[src/rtl/sram_bist_ctrl_if.sv]
// SRAM test port plus BIST control/status, shared by the BIST controller
// (master) and the SRAM/functional side (slave).
interface sram_bist_ctrl_if #(
  parameter int DW = 5,
  parameter int AW = 5
);
  logic          start;
  logic          mem_wr_en;
  logic [AW-1:0] mem_addr;
  logic [DW-1:0] mem_wdata;
  logic [DW-1:0] mem_rdata;
  logic          busy;
  logic          done;
  logic          pass;
  logic [AW-1:0] fail_addr;
  logic [7:0]    err_count;

  modport master (
    input  start, mem_rdata,
    output mem_wr_en, mem_addr, mem_wdata, busy, done, pass, fail_addr, err_count
  );

  modport slave (
    output start, mem_rdata,
    input  mem_wr_en, mem_addr, mem_wdata, busy, done, pass, fail_addr, err_count
  );
endinterface

[src/rtl/sram_bist_ctrl.sv]
// March-style BIST initiator for a single-port SRAM with registered read data.
// Runs up(w BG), up(r BG, w ~BG), down(r ~BG, w BG), up(r BG) and reports.
//
// state  | meaning
// IDLE   | waiting for start, port idle
// M0_WR  | write BG, address counting up
// M1_RD  | present read, ascending
// M1_WR  | check BG, write ~BG to same address
// M2_RD  | present read, descending
// M2_WR  | check ~BG, write BG to same address
// M3_RD  | present read, ascending
// M3_CMP | check BG
// DONE   | results valid, port idle
module sram_bist_ctrl #(
  parameter int              DW = 5,
  parameter int              AW = 5,
  parameter logic [DW-1:0]   BG = '0
) (
  input  logic            clk,
  input  logic            rst,
  sram_bist_ctrl_if.master bus
);

  typedef enum logic [3:0] {
    IDLE, M0_WR, M1_RD, M1_WR, M2_RD, M2_WR, M3_RD, M3_CMP, DONE
  } state_t;

  localparam logic [AW-1:0] ADDR_LAST = '1;
  localparam logic [AW-1:0] ADDR_ONE  = AW'(1);

  state_t        state, state_nxt;
  logic [AW-1:0] addr, addr_nxt;
  logic [7:0]    err_cnt, err_nxt;
  logic [AW-1:0] fail_q, fail_nxt;
  logic          cmp_en;
  logic [DW-1:0] exp_data;

  always_ff @(posedge clk or posedge rst) begin
    if (rst) begin
      state   <= IDLE;
      addr    <= '0;
      err_cnt <= '0;
      fail_q  <= '0;
    end else begin
      state   <= state_nxt;
      addr    <= addr_nxt;
      err_cnt <= err_nxt;
      fail_q  <= fail_nxt;
    end
  end

  always_comb begin
    state_nxt     = state;
    addr_nxt      = addr;
    err_nxt       = err_cnt;
    fail_nxt      = fail_q;
    cmp_en        = 1'b0;
    exp_data      = '0;
    bus.mem_wr_en = 1'b0;
    bus.mem_wdata = '0;
    case (state)
      IDLE, DONE: begin
        if (bus.start) begin
          state_nxt = M0_WR;
          addr_nxt  = '0;
          err_nxt   = '0;
          fail_nxt  = '0;
        end
      end
      M0_WR: begin
        bus.mem_wr_en = 1'b1;
        bus.mem_wdata = BG;
        addr_nxt      = addr + ADDR_ONE;
        if (addr == ADDR_LAST) begin
          state_nxt = M1_RD;
          addr_nxt  = '0;
        end
      end
      M1_RD: state_nxt = M1_WR;
      M1_WR: begin
        cmp_en        = 1'b1;
        exp_data      = BG;
        bus.mem_wr_en = 1'b1;
        bus.mem_wdata = ~BG;
        if (addr == ADDR_LAST) begin
          state_nxt = M2_RD;
        end else begin
          state_nxt = M1_RD;
          addr_nxt  = addr + ADDR_ONE;
        end
      end
      M2_RD: state_nxt = M2_WR;
      M2_WR: begin
        cmp_en        = 1'b1;
        exp_data      = ~BG;
        bus.mem_wr_en = 1'b1;
        bus.mem_wdata = BG;
        if (addr == '0) begin
          state_nxt = M3_RD;
        end else begin
          state_nxt = M2_RD;
          addr_nxt  = addr - ADDR_ONE;
        end
      end
      M3_RD: state_nxt = M3_CMP;
      M3_CMP: begin
        cmp_en   = 1'b1;
        exp_data = BG;
        if (addr == ADDR_LAST) begin
          state_nxt = DONE;
          addr_nxt  = '0;
        end else begin
          state_nxt = M3_RD;
          addr_nxt  = addr + ADDR_ONE;
        end
      end
      default: state_nxt = IDLE;
    endcase

    // Only the first mismatch records its address; the count saturates.
    if (cmp_en && (bus.mem_rdata != exp_data)) begin
      if (err_cnt != 8'hFF) err_nxt = err_cnt + 8'd1;
      if (err_cnt == 8'd0) fail_nxt = addr;
    end
  end

  assign bus.busy      = (state != IDLE) && (state != DONE);
  assign bus.done      = (state == DONE);
  assign bus.pass      = (state == DONE) && (err_cnt == 8'd0);
  assign bus.mem_addr  = bus.busy ? addr : '0;
  assign bus.fail_addr = fail_q;
  assign bus.err_count = err_cnt;

endmodule

[src/flat_wrapper.sv]
// flat-port wrapper written by rule: the top's interface ports become plain ports
module sram_bist_ctrl_flat 
#(
  parameter int              DW = 5,
  parameter int              AW = 5,
  parameter logic [DW-1:0]   BG = '0
)
  (clk, rst, bus_start, bus_mem_rdata, bus_mem_wr_en, bus_mem_addr, bus_mem_wdata, bus_busy, bus_done, bus_pass, bus_fail_addr, bus_err_count);
  sram_bist_ctrl_if #(.DW(DW), .AW(AW)) bus_i ();
  input  logic clk;
  input  logic rst;
  input wire logic [$bits(bus_i.start)-1:0] bus_start;
  input wire logic [$bits(bus_i.mem_rdata)-1:0] bus_mem_rdata;
  output wire logic [$bits(bus_i.mem_wr_en)-1:0] bus_mem_wr_en;
  output wire logic [$bits(bus_i.mem_addr)-1:0] bus_mem_addr;
  output wire logic [$bits(bus_i.mem_wdata)-1:0] bus_mem_wdata;
  output wire logic [$bits(bus_i.busy)-1:0] bus_busy;
  output wire logic [$bits(bus_i.done)-1:0] bus_done;
  output wire logic [$bits(bus_i.pass)-1:0] bus_pass;
  output wire logic [$bits(bus_i.fail_addr)-1:0] bus_fail_addr;
  output wire logic [$bits(bus_i.err_count)-1:0] bus_err_count;
  assign bus_i.start = bus_start;
  assign bus_i.mem_rdata = bus_mem_rdata;
  assign bus_mem_wr_en = bus_i.mem_wr_en;
  assign bus_mem_addr = bus_i.mem_addr;
  assign bus_mem_wdata = bus_i.mem_wdata;
  assign bus_busy = bus_i.busy;
  assign bus_done = bus_i.done;
  assign bus_pass = bus_i.pass;
  assign bus_fail_addr = bus_i.fail_addr;
  assign bus_err_count = bus_i.err_count;
  sram_bist_ctrl #(.DW(DW), .AW(AW), .BG(BG)) u_core (.clk(clk), .rst(rst), .bus(bus_i));
endmodule
[config.mk]
export PLATFORM = sky130hd
export DESIGN_NAME = sram_bist_ctrl_flat
export DESIGN_NICKNAME = d
export VERILOG_FILES = /design/src/rtl/sram_bist_ctrl_if.sv /design/src/rtl/sram_bist_ctrl.sv /design/src/flat_wrapper.sv
export SDC_FILE = /design/constraint.sdc
export NUM_CORES = 1
export LEC_CHECK = 0
export ABC_AREA = 1
export BUFFER_PORTS_ARGS = -buffer_cell sky130_fd_sc_hd__buf_2
export CAP_MARGIN = 20
export CORE_ASPECT_RATIO = 2
export CORE_MARGIN = 3
export CORE_UTILIZATION = 60
export CTS_BUF_LIST = sky130_fd_sc_hd__clkbuf_4 sky130_fd_sc_hd__clkbuf_8 sky130_fd_sc_hd__clkbuf_16
export DETAILED_ROUTE_END_ITERATION = 10
export GPL_TIMING_DRIVEN = 0
export PLACE_DENSITY = 0.86
export SETUP_SLACK_MARGIN = 0.2
export SLEW_MARGIN = 10
export SYNTH_ARGS = -nofsm -noshare
export SYNTH_HDL_FRONTEND = slang
export SYNTH_SLANG_ARGS = --single-unit
export TNS_END_PERCENT = 20
[constraint.sdc]
create_clock -name clk -period 5.08 [get_ports clk]
set_input_delay 0.508 -clock clk [delete_from_list [all_inputs] [get_ports clk]]
set_output_delay 0.508 -clock clk [all_outputs]
set_load 0.01 [all_outputs]
==> results.yml, run 1 <==
yosys:
  synthSimpleGateAreaFrac_pct: 48.9
  ys_top_cells_by_area: "dfrtp_1 (31%), nand2_1 (23%), nand3_1 (11%)"
  synth_top_family_by_area: "simple AND/OR/NAND/NOR gates"
  synth_fa_ha_area_share_pct: 4.17
  synth.area.mux_share_pct: 0
  synth_fp_nets: 299
  syn_avg_cell_area_um2: 6.32
  synthDistinctLibCells: 30
  synth_area_um2: 1800
  synth_edf_count: 0
  async_flop_share_pct: 100
  synth_top_area_share_pct: 30.6
  synthTopCellsByCount: "nand2_1 (108), nand3_1 (39), nor2_1 (33), inv_1 (27), dfrtp_1 (22)"
  synth_top_area_cell: "dfrtp_1"
  yosysWarnings: 0
  yosysMostFrequentCell: "nand2_1"
  netlist_instances: 285
  synth_compound_area_share_pct: 4.52
  ys_ff_latch: 22
  synth_xor_area_share_pct: 1.95
  synth-main-ff-cell: "dfrtp_1"
  ys_seq_area_share_pct: 30.6
grt:
  grt_pass1_wl_um: 7340
  grt_antenna_before_repair: 0
  grt_max_degree: 23
  grtUsageTotal_pct: 25.4
  grt_pass1_vias: 1750
  grt_overflow: 0
outcome:
  outcome: "completed"
place:
  gp_congestion: 0.835
  post-dp-hpwl_um: 3450
  port_buffers: 34
sta:
  timing.final.crit_share_pct: 49.1
  hold_viol: 0
  relSlewSlack_pct: 44.6
  grt_setup_unrepaired: "no"
  tns_ns: 0
  setup-violations-final: 0
  clock_skew_ns: 0.00623
  clock.fmax_mhz: 401
  tightest_slew_ns: 0.830
  finalMaxSlewViolations: 0
  fin_crit_ns: 2.49
setup_path:
  worstSetupPathType: "flip-flop to output port"
  crit_arrival_ns: 1.99
  critPathLaunchType: "flip-flop"
  cp.required_ns: 4.57
  cpMaxStageDelayCell: "dfrtp_1"
  rr_worst_depth: 10
  critPathMaxFanout: 6
  endpoint_kind: "output port"
  max_stage_delay_ns: 0.43
  path_cells: "inv_1 > ha_1 > nor3b_2 > nand2_1 > nor4_1 > buf_2"
drt:
  wl_per_cell_um: 12.3
  num_vias: 1918
  firstDrtPassIters: 4
  drt-total-wl_um: 4320
  drc: 0
  drtIter0Drc: 91
  via_per_inst: 5.45
  postRouteAntennaNets: 0
clocking:
  clock-sinks: 22
  root_buffer: "clkbuf_8"
  cts_tree: "done"
  postCtsHoldBufs: 0
  clock_latency_ns: 0.27
  cts.repair.resized: 0
  clockBufferDepth: 2
  cts_setup_buffers: 0
  numCtsBuffers: 3
  h-tree-depth: 1
  cts.clk_slew.worst_paths_ns: 0.08
power_and_ir_drop:
  vdd_ir_drop_max_mv: 0.416
  power_leakage_nw: 1.22
  powerDensity_nw_per_um2: 542
layout:
  diodes: 0
  final_util_pct: 74.1
  drive_above_1_share_pct: 19.5
  area_growth_pct: 15.4
  layout.nets: 338
die:
  boundaryPins: 35
  start_util_pct: 64.2
  die_w_um: 44.7
  die_h_um: 83.5
  rows: 27
  die_area_um2: 3730
  core_area_um2: 2800
flow_run:
  maxCapViolCount: 0
worst_hold_path:
  min_path_type: "input pin to asynchronous set/reset pin"
==> per-stage QoR <==
stage / setup WS (ns) / instances / power (mW) / hold slack, ns / cell area (µm²)
after floorplan: 3.08 / 285 / 0.774 / 0.497 / 1800
after global placement: 2.88 / 348 / 0.950 / 0.568 / 2010
after detailed placement: 2.88 / 348 / 0.963 / 0.566 / 2010
after CTS: 2.58 / 352 / 1.13 / 0.425 / 2080
after global routing: 2.45 / 352 / 1.22 / 0.484 / 2080
final: 2.59 / 352 / 1.13 / 0.391 / 2080
==> metal layers <==
layer | GRT usage, % | wire length [µm] | up-vias
li1 | - | - | 975
met1 | 25.3 | 1650 | 879
met2 | 48.2 | 2400 | 52
met3 | 1.94 | 117 | 12
met4 | 11.5 | 144 | 0
met5 | 0 | 0 | -
==> logic make-up after synthesis <==
family                     Yosys count
AOI/OAI and AO/OA                   13
xor gates and xnor gates             4
adders and majority gates            6
buffers and inverters               39
DFF                                 22
and+or+nand+nor                    201
==> final timing paths <==
check | start | to | slack, ns
worst min register to register | u_core.state[0] | u_core.state[0] | 0.58
worst min-delay path | rst | u_core.bus.err_count[4] | 0.39
worst max-delay path | u_core.bus.err_count[0] | bus_pass | 2.59
min in group clk | u_core.state[0] | u_core.state[0] | 0.58
max in group asynchronous | rst | u_core.bus.err_count[2] | 4.17
worst max register to register | u_core.addr[2] | u_core.addr[1] | 3.09
==> worst max-delay path, delay by kind of cell (launching register included) <==
| family | cells | cell delay, ns |
|---|---|---|
| AND/OR/NAND/NOR | 3 | 0.82 |
| flip-flops | 1 | 0.43 |
| buffers and inverters | 2 | 0.30 |
| adder cells (fa/ha/maj) | 1 | 0.17 |
==> cell type report <==
cell class	instances	area, µm²
buffer	8	61.3
clock buffer	3	41.3
clock inverter	1	30.0
fill	260	726
inverter	31	118
multi-input combinational	224	1070
sequential	22	551
tap	29	36.3
timing repair buffer	34	170
==> cells in the final DEF (no fill, tap or decap), drive strengths merged <==
cell type	count
nand2	113
nand3	41
buf	41
nor2	37
inv	30
dfrtp	22
ha	6
o21ai	6
nor3	4
clkbuf	4
o211ai	3
nand4	3
xor2	3
a21boi	2
o31ai	1
clkinv	1
a31oi	1
nor3b	1
xnor2	1
nor4	1
or2	1
bufinv	1
==> report_power, final <==
group          internal, mW  switching [mW]  leakage [nW]
Combinational         0.248           0.418         0.886
Sequential            0.228          0.0681         0.295
Clock                 0.105          0.0585        0.0357
==> registers in the layout, indices dropped and copies added, names as in the netlist <==
register              flops
u_core.bus.err_count      8
u_core.bus.fail_addr      5
u_core.addr               5
u_core.state              4
No activity file was read; power rests on OpenSTA's default activity.
==> run 2, diff against run 1 <==
Settings changed: ABC_AREA 1 to 0, CORE_UTILIZATION 60 to 54, PLACE_DENSITY 0.86 to 0.79.
Clock period 5.08 ns to 2.3 ns, I/O delays scaled along.
==> results.yml, run 2 <==
drt:
  firstDrtPassIters: 4
  drc: 0
  drt-total-wl_um: 4020
  wl_per_cell_um: 16.0
  num_vias: 1532
  drtIter0Drc: 72
  postRouteAntennaNets: 0
  via_per_inst: 6.08
setup_path:
  max_stage_delay_ns: 0.47
  path_depth: 7
  cpMaxStageDelayCell: "dfrtp_1"
  r2r-start: "u_core.addr[1]"
  rr_worst_depth: 7
  critPathMaxFanout: 6
  ff2ff_setup_slack_ns: 0.24
  r2r-end: "u_core.addr[3]"
  endpoint_kind: "flip-flop"
  critPathLaunchType: "flip-flop"
  cp-startpoint: "u_core.addr[1]"
  cp.required_ns: 2.48
  cpLargestDelayFamily: "adder cells"
  worstSetupPathType: "flip-flop to flip-flop"
  worst-path-buf-inv: 0
  crit_arrival_ns: 2.24
  path_cells: "ha_1 > and3_1 > ha_1 > o21a_1 > nor4_1 > a21oi_1 > o22ai_1"
  cpMostUsedCell: "ha_1"
place:
  dpl_cell_area_um2: 1850
  gp_congestion: 0.873
  post-dp-hpwl_um: 3190
  port_buffers: 34
  placed_cells_incl_taps: 248
sta:
  clock_skew_ns: 0.00476
  tns_ns: 0
  timing.hold.ws_ns: 0.128
  clock.fmax_mhz: 485
  hold_viol: 0
  setup-violations-final: 0
  timing.final.crit_share_pct: 89.7
  tightest_slew_ns: 0.843
  grt_setup_unrepaired: "no"
  fin_crit_ns: 2.06
  finalMaxSlewViolations: 0
  relSlewSlack_pct: 43.7
clocking:
  clockBufferDepth: 2
  clock-sinks: 22
  root_buffer: "clkbuf_8"
  postCtsHoldBufs: 0
  cts.clk_slew.worst_paths_ns: 0.08
  clock_latency_ns: 0.26
  h-tree-depth: 1
  numCtsBuffers: 3
  cts_tree: "done"
power_and_ir_drop:
  power_leakage_nw: 0.974
  powerDensity_nw_per_um2: 1130
  vdd_ir_drop_max_mv: 0.627
die:
  start_util_pct: 57.8
  die_area_um2: 3770
  rows: 27
  boundaryPins: 35
  die_w_um: 45.0
  die_h_um: 83.9
  core_area_um2: 2840
yosys:
  synth_top_area_share_pct: 33.6
  ys_top_cells_by_area: "dfrtp_1 (34%), nor2_1 (5.0%), ha_1 (4.6%)"
  ys_seq_area_share_pct: 33.6
  synth-main-ff-cell: "dfrtp_1"
  yosysWarnings: 0
  synth_fp_nets: 199
  netlist_instances: 185
  syn_avg_cell_area_um2: 8.86
  ys_ff_latch: 22
  synth_edf_count: 0
  async_flop_share_pct: 100
  synth_top_area_cell: "dfrtp_1"
  synthTopCellsByCount: "dfrtp_1 (22), nor2_1 (22), nand2_1 (20), inv_1 (12), a21oi_1 (11)"
  synth_area_um2: 1640
  synthDistinctLibCells: 59
layout:
  fin_cells: 252
  final_cell_mix: "buf_2 (35), nor2_1 (22), dfrtp_1 (22)"
  design_area_um2: 1920
  diodes: 0
  area_growth_pct: 17.1
  fill_cells: 249
  register_area_um2: 551
  largest_register_ffs: 8
  final_util_pct: 67.6
  layout.nets: 238
  mostFrequentLayoutCell: "buf_2"
  drive_above_1_share_pct: 27.8
  multiInputGateArea_um2: 953
grt:
  grt_pass1_vias: 1542
  grt_pass1_wl_um: 6740
  grt_overflow: 0
  grt_antenna_before_repair: 0
  grtUsageTotal_pct: 23.0
  grt_max_degree: 23
worst_hold_path:
  min_path_type: "input pin to asynchronous set/reset pin"
outcome:
  outcome: "completed"
flow_run:
  maxCapViolCount: 0
## run 2: cell count changes after synthesis, sizes merged, moves of 7 or more
cell / before / now
mux2i: 0 / 7
nand2: 113 / 22
inv: 30 / 13
nand3: 41 / 8
a21oi: 0 / 11
nor2: 37 / 23
## run 2: repair_timing
action | in CTS | in global routing
endpoints found under the setup margin | 0 | 5
gates resized for setup | 0 | 1
setup buffers | 0 | 0
## run 2: through the flow
| step | power [mW] | worst slack (ns) |
|---|---|---|
| 5_1_grt | 2.32 | 0.213 |
| 4_1_cts | 2.17 | 0.215 |
| 2_1_floorplan | 1.47 | 0.507 |
| 3_3_place_gp | 1.77 | 0.311 |
| 3_5_place_dp | 1.81 | 0.244 |
| 6_report | 2.18 | 0.237 |
## run 2: power breakdown
part / leakage [nW] / switching (mW) / total, mW / internal [mW]
Sequential: 0.296 / 0.125 / 0.617 / 0.492
Clock: 0.0357 / 0.128 / 0.360 / 0.232
Combinational: 0.643 / 0.679 / 1.20 / 0.519
Total: 0.974 / 0.932 / 2.18 / 1.24
## run 2: logic make-up after synthesis
family | share of synthesized area (%)
fa+ha+maj | 4.58
buf+inv | 8.40
mux | 4.27
xor+xnor | 0.534
flops | 33.6
simple gates | 29.0
compound gates | 19.6
## run 2: routing by layer
layer / global-route usage, % / share of wire (%)
met2: 43.2 / 59
met5: 0 / 0
met3: 2.59 / 4.6
met4: 8.80 / 0
met1: 23.7 / 36
## run 2: area by class of cell
cell class                 count  share of cell area [%]
tap                           29                    1.89
timing repair buffer          34                    8.87
sequential                    22                    28.7
multi-input combinational    140                    49.7
inverter                      13                    2.54
clock buffer                   3                    2.15
clock inverter                 1                    1.56
buffer                        10                    4.63
## run 2: how the worst max path moves through the flow
stage | end | slack [ns]
detailed placement | u_core.addr[0] | 0.24
global route | u_core.addr[2] | 0.21
global placement | u_core.addr[0] | 0.31
finish | u_core.addr[3] | 0.24
floorplan | u_core.addr[4] | 0.51
CTS | u_core.addr[0] | 0.22
==> run 3, diff against run 2 <==
Settings changed: ABC_AREA 0 to 1, CORE_UTILIZATION 54 to 55, PLACE_DENSITY 0.79 to 0.8.
==> results.yml, run 3 (synthesis gave the netlist of run 1 again) <==
setup_path:
  crit_path_end: "bus_pass"
  worstSetupPathType: "flip-flop to output port"
  max_stage_delay_ns: 0.43
  critPathLaunchType: "flip-flop"
  cp.required_ns: 2.07
  ff2ff_setup_slack_ns: 0.36
  path_cells: "inv_1 > ha_1 > nor3b_4 > nand2_2 > nor4_1 > buf_2"
  cpMaxStageDelayCell: "dfrtp_1"
  critPathMaxFanout: 6
  cp-startpoint: "u_core.bus.err_count[0]"
  rr_worst_depth: 9
  endpoint_kind: "output port"
  crit_arrival_ns: 1.74
  r2r-end: "u_core.addr[1]"
  r2r-start: "u_core.addr[0]"
layout:
  final_cell_mix: "nand2_1 (107), nand3_1 (39), buf_2 (35)"
  mostFrequentLayoutCell: "nand2_1"
  largest_register_ffs: 8
  layout.nets: 339
  diodes: 0
  area_growth_pct: 16.1
  fill_cells: 299
  drive_above_1_share_pct: 21.0
  final_util_pct: 68.6
die:
  start_util_pct: 59.1
  die_w_um: 46.5
  boundaryPins: 35
  rows: 28
  die_area_um2: 4040
  core_area_um2: 3050
  die_h_um: 86.9
clocking:
  cts.clk_slew.worst_paths_ns: 0.08
  clock-sinks: 22
  numCtsBuffers: 3
  cts_tree: "done"
  root_buffer: "clkbuf_8"
  clock_latency_ns: 0.26
  h-tree-depth: 1
  clockBufferDepth: 2
grt:
  grt_max_degree: 23
  grtUsageTotal_pct: 24.5
  grt_antenna_before_repair: 0
  grt_overflow: 0
  grt_pass1_vias: 1925
  grt_pass1_wl_um: 7580
drt:
  drt-total-wl_um: 4450
  firstDrtPassIters: 4
  drc: 0
  postRouteAntennaNets: 0
  drtIter0Drc: 27
  num_vias: 1923
  wl_per_cell_um: 12.6
  via_per_inst: 5.43
place:
  gp_congestion: 0.837
  post-dp-hpwl_um: 3520
  port_buffers: 34
sta:
  tns_ns: 0
  timing.final.crit_share_pct: 85.5
  finalMaxSlewViolations: 0
  fin_crit_ns: 1.97
  tightest_slew_ns: 0.848
  relSlewSlack_pct: 43.4
  timing.hold.ws_ns: 0.130
  hold_viol: 0
  clock_skew_ns: 0.00174
  grt_setup_unrepaired: "yes"
  clock.fmax_mhz: 509
  setup-violations-final: 0
flow_run:
  maxCapViolCount: 0
outcome:
  outcome: "completed"
power_and_ir_drop:
  powerDensity_nw_per_um2: 1190
  power_leakage_nw: 1.22
  vdd_ir_drop_max_mv: 0.805
worst_hold_path:
  min_path_type: "input pin to asynchronous set/reset pin"
==> run 3: changes by cell type in the layout (fill, tap and decap cells not counted), moves of 4 or more <==
cell      delta
nand2_1     +87
nand2_2      +5
nand2b_1     -4
mux2i_1      -7
nor2_1      +11
inv_1       +15
nand3_1     +32
a21oi_1     -11
==> run 3: worst min-delay path by stage <==
stage | slack [ns] | cells after the start | end | start
after CTS | 0.16 | 2 | u_core.bus.err_count[0] | rst
after global routing | 0.21 | 2 | u_core.bus.err_count[0] | rst
after global placement | 0.43 | 2 | u_core.bus.err_count[1] | rst
after detailed placement | 0.44 | 2 | u_core.bus.err_count[0] | rst
after floorplan | 0.22 | 1 | u_core.addr[0] | rst
final | 0.13 | 2 | u_core.bus.err_count[0] | rst
==> run 3: timing repair <==
action	4_1_cts	5_1_grt
endpoints found under the setup margin	1	6
hold buffers	0	0
gates resized for setup	2	5
setup buffers	1	0
==> run 3: worst max-delay path, delay by kind of cell (launching register included) <==
kind | cells | cell delay, ns
simple gates | 3 | 0.57
flops | 1 | 0.43
buf+inv | 2 | 0.30
fa+ha+maj | 1 | 0.18
==> run 3: final cells by class <==
cell class	instances	area, µm²	area share, %
plain buffers	8	62.6	2.99
clock buffers	4	55.1	2.63
inverters	31	118	5.63
multi-input cells	224	1090	52.0
flip-flops and latches	22	553	26.5
well taps	30	37.5	1.80
repair buffers	35	178	8.50
==> run 3: metal layers <==
metal / vias to the layer above / share of wire (%) / GRT usage (%)
li1: 977 / - / -
met1: 890 / 37 / 22.6
met2: 48 / 58 / 47.5
met3: 8 / 3.6 / 3.11
met4: 0 / 2.0 / 11.9
met5: - / 0 / 0
==> run 3: stage by stage <==
step / cell area (µm²) / setup slack (ns) / total power, mW / cells
after detailed placement: 2010 / 0.365 / 2.14 / 349
final: 2090 / 0.334 / 2.48 / 354
after global routing: 2090 / 0.183 / 2.73 / 354
after CTS: 2080 / 0.291 / 2.47 / 354
after global placement: 2010 / 0.397 / 2.11 / 349
after floorplan: 1800 / 0.582 / 1.71 / 285
==> run 3: power breakdown <==
part	switching [mW]	total [mW]	internal [mW]
logic	0.956	1.55	0.594
registers	0.157	0.663	0.505
clock network	0.119	0.271	0.152
total	1.23	2.48	1.25
